File: src/rtl/mips_pkg.sv
// Shared types and opcode constants for the bus-based MIPS core.
// Used by the sequencer and the control decoder.
package mips_pkg;

    typedef enum logic [2:0] {
        S_FETCH     = 3'd0,
        S_LOAD      = 3'd1,
        S_MEM       = 3'd2,
        S_LOAD_DATA = 3'd3,
        S_EXEC      = 3'd4,
        S_HALT      = 3'd5
    } cpu_state_t;

    localparam logic [5:0] OP_SPECIAL = 6'd0;
    localparam logic [5:0] OP_LB      = 6'd32;
    localparam logic [5:0] OP_LH      = 6'd33;
    localparam logic [5:0] OP_LWL     = 6'd34;
    localparam logic [5:0] OP_LW      = 6'd35;
    localparam logic [5:0] OP_LBU     = 6'd36;
    localparam logic [5:0] OP_LHU     = 6'd37;
    localparam logic [5:0] OP_LWR     = 6'd38;
    localparam logic [5:0] OP_SB      = 6'd40;
    localparam logic [5:0] OP_SH      = 6'd41;
    localparam logic [5:0] OP_SW      = 6'd43;

    localparam logic [5:0] FN_MFHI    = 6'h10;
    localparam logic [5:0] FN_MFLO    = 6'h12;

    function automatic logic is_load_op(input logic [5:0] op);
        return (op >= OP_LB) && (op <= OP_LWR);
    endfunction

    function automatic logic is_mem_op(input logic [5:0] op);
        return is_load_op(op) || (op == OP_SB) ||
               (op == OP_SH) || (op == OP_SW);
    endfunction

endpackage

File: src/rtl/cpu_sequencer.sv
// Multi-cycle state sequencer: owns the CPU state register and strobes.
// Optional EXEC hold on multiply/divide busy: CPU_SEQ_MD_STALL_EN.
module cpu_sequencer
    import mips_pkg::*;
(
    input  logic        clk,
    input  logic        reset,
    input  logic        waitrequest,
    input  logic [5:0]  instr_opcode,
    input  logic [5:0]  opcode,
    input  logic        md_busy,
    input  logic [31:0] next_pc,
    output logic [2:0]  state,
    output logic        ir_wren,
    output logic        data_wren,
    output logic        pc_wren,
    output logic        stall,
    output logic        active
);

    cpu_state_t cur;
    cpu_state_t nxt;
    logic       md_hold;

`ifdef CPU_SEQ_MD_STALL_EN
    // Busy covers both the hi/lo write hold and MFHI/MFLO reads.
    assign md_hold = md_busy;
`else
    logic unused_md;
    assign md_hold   = 1'b0;
    assign unused_md = md_busy;
`endif

    always_ff @(posedge clk) begin
        if (reset) begin
            cur    <= S_FETCH;
            active <= 1'b1;
        end else begin
            cur    <= nxt;
            active <= (nxt != S_HALT);
        end
    end

    always_comb begin
        nxt = cur;
        if (reset) begin
            nxt = S_FETCH;
        end else begin
            unique case (cur)
                S_FETCH: nxt = S_LOAD;
                S_LOAD: begin
                    if (!waitrequest)
                        nxt = is_mem_op(instr_opcode) ? S_MEM : S_EXEC;
                end
                S_MEM: begin
                    if (!waitrequest)
                        nxt = is_load_op(opcode) ? S_LOAD_DATA : S_EXEC;
                end
                S_LOAD_DATA: nxt = S_EXEC;
                S_EXEC: begin
                    if (!md_hold)
                        nxt = (next_pc == 32'd0) ? S_HALT : S_FETCH;
                end
                S_HALT: nxt = S_HALT;
                default: nxt = S_FETCH;
            endcase
        end
    end

    // Reset suppresses every strobe so an abandoned instruction writes nothing.
    always_comb begin
        ir_wren   = 1'b0;
        data_wren = 1'b0;
        pc_wren   = 1'b0;
        stall     = 1'b0;
        if (!reset) begin
            unique case (cur)
                S_LOAD: begin
                    stall   = waitrequest;
                    ir_wren = !waitrequest;
                end
                S_MEM: begin
                    stall     = waitrequest;
                    data_wren = !waitrequest && is_load_op(opcode);
                end
                S_EXEC: begin
                    stall   = md_hold;
                    pc_wren = !md_hold;
                end
                default: ;
            endcase
        end
    end

    assign state = cur;

endmodule

File: config.mk
export PLATFORM = sky130hd
export DESIGN_NAME = cpu_sequencer
export DESIGN_NICKNAME = d
export VERILOG_FILES = /design/src/rtl/mips_pkg.sv /design/src/rtl/cpu_sequencer.sv
export SDC_FILE = /design/constraint.sdc
export NUM_CORES = 1
export LEC_CHECK = 0
export ABC_AREA = 1
export BUFFER_PORTS_ARGS = -buffer_cell sky130_fd_sc_hd__buf_2
export CAP_MARGIN = 30
export CORE_MARGIN = 1
export CORE_UTILIZATION = 31
export DETAILED_ROUTE_END_ITERATION = 16
export PLACE_DENSITY = 0.89
export SLEW_MARGIN = 40
export SYNTH_ARGS = -nofsm -noshare
export SYNTH_HDL_FRONTEND = slang
export SYNTH_SLANG_ARGS = --single-unit
File: constraint.sdc
create_clock -name clk -period 1.6 [get_ports clk]
set_clock_uncertainty 0.15 [all_clocks]
set_input_delay 0.24 -clock clk [delete_from_list [all_inputs] [get_ports clk]]
set_output_delay 0.24 -clock clk [all_outputs]
set_load 0.02 [all_outputs]
Yosys cells after proc, flatten, opt, wreduce, memory -nomap -nowiden
Cells that the tools add are included.
{ "word_totals": {"reg_bits": 4, "inputBits": 48, "output_inout_bits": 8, "word_cells": 40} }
{ "classes": {"magnitude_cmp": 4, "n_eq_ne": 9, "mux": 15, "n_reduce_logical": 10} }
{ "ops": {"columns": ["cell", "n"], "rows": [
  ["32-bit logical NOT", 1],
  ["6-bit equality test (second input constant)", 3],
  ["3-bit two-way mux", 6],
  ["3-bit one-hot mux with 6 select lines", 1],
  ["6-bit greater-or-equal comparator (second input constant)", 2],
  ["6-bit <= comparator (second input constant)", 2],
  ["1-bit two-way mux", 8],
  ["3-bit by 2-bit equality test with 1-bit output (second input constant)", 2],
  ["3-bit equality test (second input constant)", 2],
  ["3-bit by 1-bit equality test with 1-bit output (second input constant)", 1],
  ["1-bit logical AND", 3],
  ["3-bit logical NOT", 1],
  ["1-bit logical OR", 3],
  ["3-bit inequality test (second input constant)", 1],
  ["2-bit OR reduction", 1],
  ["1-bit logical NOT", 1]
]} }

Logic depth before layout (Yosys ltp)
{ "logic_depth": {"ltp_word": 10, "mapped_depth": 10, "ltp_nobuf": 10} }

Least setup slack after synthesis
OpenSTA, ideal clock, no wires.
{ "synth_path": {"path_kind": "register to output", "from": "register cur[1] (netlist: state[1])", "to": "output port stall", "arrival_time_ns": 1.332, "required_ns": 1.210, "slack_ns": -0.122, "path_stages_with_launch": 5, "cell_sequence": "dfxtp_1 -> inv_2 -> nor3_2 -> inv_2 -> a211oi_1"} }
{ "synth_between": {"elab_chain_len": 4, "elab_cells_between_ends": 5} }
{ "synth_lines": {"columns": ["element", "line_no", "text"], "rows": [
  ["start, declared", "cpu_sequencer.sv:21", "cpu_state_t cur;"],
  ["start signal, assigned", "cpu_sequencer.sv:39", "cur <= nxt;"],
  ["3-bit by 2-bit equality test with 1-bit output or 3-bit by 1-bit equality test with 1-bit output (tied branches)", "cpu_sequencer.sv:77", "unique case (cur)"],
  ["2-bit OR reduction (no source line) (*)", null, null],
  ["1-bit two-way mux (*)", "cpu_sequencer.sv:77", null],
  ["1-bit two-way mux (*)", "cpu_sequencer.sv:76", "if (!reset) begin"],
  ["end, declared", "cpu_sequencer.sv:17", "output logic stall,"]
]} }
Mark *: on every way between the ends. The rest lies on a longest branch, timed or not.

Worst setup path in the final report
{ "layout_path": {"from": "register cur[0] (netlist: state[0])", "to": "output port stall"} }
The elaborated chain is that of the path after synthesis.

==> metrics.md <==
| Metric | Value |
|---|---|
| Yosys reg bits | `4` |
| CTS Sinks | `4` |
| Final instance area | `823 um2` |
| Max Slew Vio Count | `0` |
| Final Setup Violations | `0` |
| Count leader, synth | `nor2_1` |
| TritonCTS Buffers | `3` |
| # IOs | `56` |
| Row count | `13` |
| RSZ-0062 raised after global routing | `true` |
| Gpl congestion | `between 0.7 and 0.8` |
| Wire length per cell | `8.41 um` |
| Core area | `about 1300 um2` |
| Nature of the critical path startpoint | `register` |
| Share of the synthesized area in the top cell type | `25.4%` |
| All-Layer GR Usage | `around 18%` |
| Largest net degree at the start of global routing | `7` |
| 1st-iter DRT viols | `12` |
| First-pass GRT wire length | `~1900 um` |
| DP Area | `between 700 and 800 um2` |
| Fin. Hold Viols | `0` |
| Worst-path fanout max | `5` |
| Commonest cells in the netlist | `nor2_1 (30), nand2_1 (20), inv_1 (13), nand3_1 (9), dfxtp_1 (4)` |
| Hold depth | `2` |
| Htree depth | `1` |
| Worst slew pin tran | `0.220 ns` |
| Syn_nets | `roughly 140` |
| Die area | `approximately 1600 um2` |
| Period utilization | `roughly 100%` |
| Chip width | `39.9 um` |
| Maximum vdd ir drop | `323 uV` |
| DR pass1 iterations | `4` |
| Slew HR | `roughly 85%` |
| Synth Warn # | `0` |
| Post-Syn Instances | `89` |
| Post-synth EDFFs | `0` |
| Post-Syn Area per Cell | `4.99 um2` |
| Die height | `approximately 40 um` |
| WP data arrival | `1.20 ns` |
| Synth Flop Type | `dfxtp_1` |
| Vias in the first global route | `about 570` |
| Ys async rst share | `0%` |
| Area Overhead vs Synth | `85.4%` |
| CP endpoint kind | `output port` |
| FMAX | `about 630 MHz` |
| PwrDens | `462 nW/um2` |
| Sequential-to-total area share from yosys stat | `between 15 and 20%` |
| Synth area leader | `nor2_1` |
| Vias per cell | `4.40` |
| Total power | `roughly 0.38 mW` |
| Remaining antenna violation count | `0` |
| CTS tree | `yes` |
| IO Port Bufs | `54` |
| Final WL | `~1400 um` |
| Share of cells above drive strength 1 | `48.0%` |
| Post-Syn Area | `444 um2` |
| Reg clk slew, reported paths | `roughly 0.040 ns` |
| Worst min-delay path category | `input pin to register` |
| Static leakage | `0.475 nW` |
| Antenna violations before repair | `0` |
| Outcome | `finished clean` |
| Clk root buf | `clkbuf_4` |
| Total grt overflow | `0` |
| Fin crit period | `~1.6 ns` |
| Kind of critical path | `register to output port` |
| Max cap viols | `0` |
| Crit path required time | `roughly 1.2 ns` |
| Synth area leaders | `nor2_1 (25%), dfxtp_1 (18%), nand2_1 (17%)` |
| Worst-Skew Late Latency | `0.23 ns` |
| Vias | `just over 700` |
| Nets | `200` |
| Drt drc | `0` |
| # hold bufs at CTS | `0` |
| Max Root-Sink Buffers | `2` |
| Final HPWL DP | `~1200 um` |
| Antenna cells | `0` |
| Reg2Reg Depth | `9` |
| Starting Density | `between 30% and 40%` |
| Synth cell types | `13` |
-- cells in the final DEF (no fill, tap or decap), types with 2 or more instances in the layout --
cell	n
clkbuf_4	3
nor3_1	2
inv_2	2
inv_1	12
o21bai_1	2
nand3_1	8
dfxtp_4	2
buf_2	52
nor2_1	30
nand2_1	20
buf_4	6
-- layer usage --
metal	global-route usage [%]	routed length (um)
met2	36.1	763
met5	0	0
met1	16.3	525
met3	1.70	97
met4	11.2	0
-- path summary, 6_finish.rpt --
| path | startpoint | endpoint | slack, ns |
|---|---|---|---|
| worst max register to register | state[0]$_SDFF_PP0_ | active$_SDFF_PP1_ | 0.14 |
| worst max-delay path | state[0]$_SDFF_PP0_ | stall | 0.005 |
| worst min-delay path | reset | state[2]$_SDFF_PP0_ | 0.13 |
| worst min register to register | state[0]$_SDFF_PP0_ | state[0]$_SDFF_PP0_ | 0.62 |
-- state kept, by name (all words and copies together), names as in the netlist --
register  cells
state         3
active        1
-- final cells by class --
cell class / instances / area (um2)
Multi-Input combinational cell: 70 / 329
Inverter: 15 / 58.8
Timing Repair Buffer: 58 / 305
Tap cell: 15 / 18.8
Fill cell: 130 / 494
Sequential cell: 4 / 88.8
Clock buffer: 3 / 22.5
-- logic make-up after synthesis --
kind of cell / share of synthesized area (%)
AOI/OAI and AO/OA: 8.45
buffers and inverters: 12.7
DFF: 18.0
and+or+nand+nor: 60.8
-- where the power goes --
group	internal [mW]	total (mW)	switching, mW
logic	0.0743	0.143	0.0685
registers	0.106	0.115	0.00905
clock network	0.0838	0.123	0.0392
total	0.264	0.381	0.117
-- through the flow --
step / utilization (%) / instances / worst slack, ns / hold slack (ns) / setup TNS [ns]
after floorplan: - / 89 / 0.0536 / 0.174 / 0
after CTS: 61.2 / 164 / -0.0232 / 0.129 / -0.0232
after detailed placement: 56.4 / 158 / 0.137 / 0.384 / 0
after global placement: 56.4 / 158 / 0.182 / 0.381 / 0
final: 62.5 / 165 / 0.00538 / 0.131 / 0
after global routing: 62.5 / 165 / -0.0500 / 0.141 / -0.0596
-- worst max-delay path, cell delays in order (launching register included) --
cell and delay (ns):
dfxtp_4 0.36, nor3_4 0.20, inv_2 0.08, a211oi_2 0.17
buf_4 0.16
-- repair_timing --
item                                   CTS  global route
pin swaps                                1             1
buffers inserted                         3             1
gates resized for setup                  8             3
setup endpoints to repair                2             3
endpoints found under the hold margin    0             0
No activity file was read; power rests on OpenSTA's default activity.
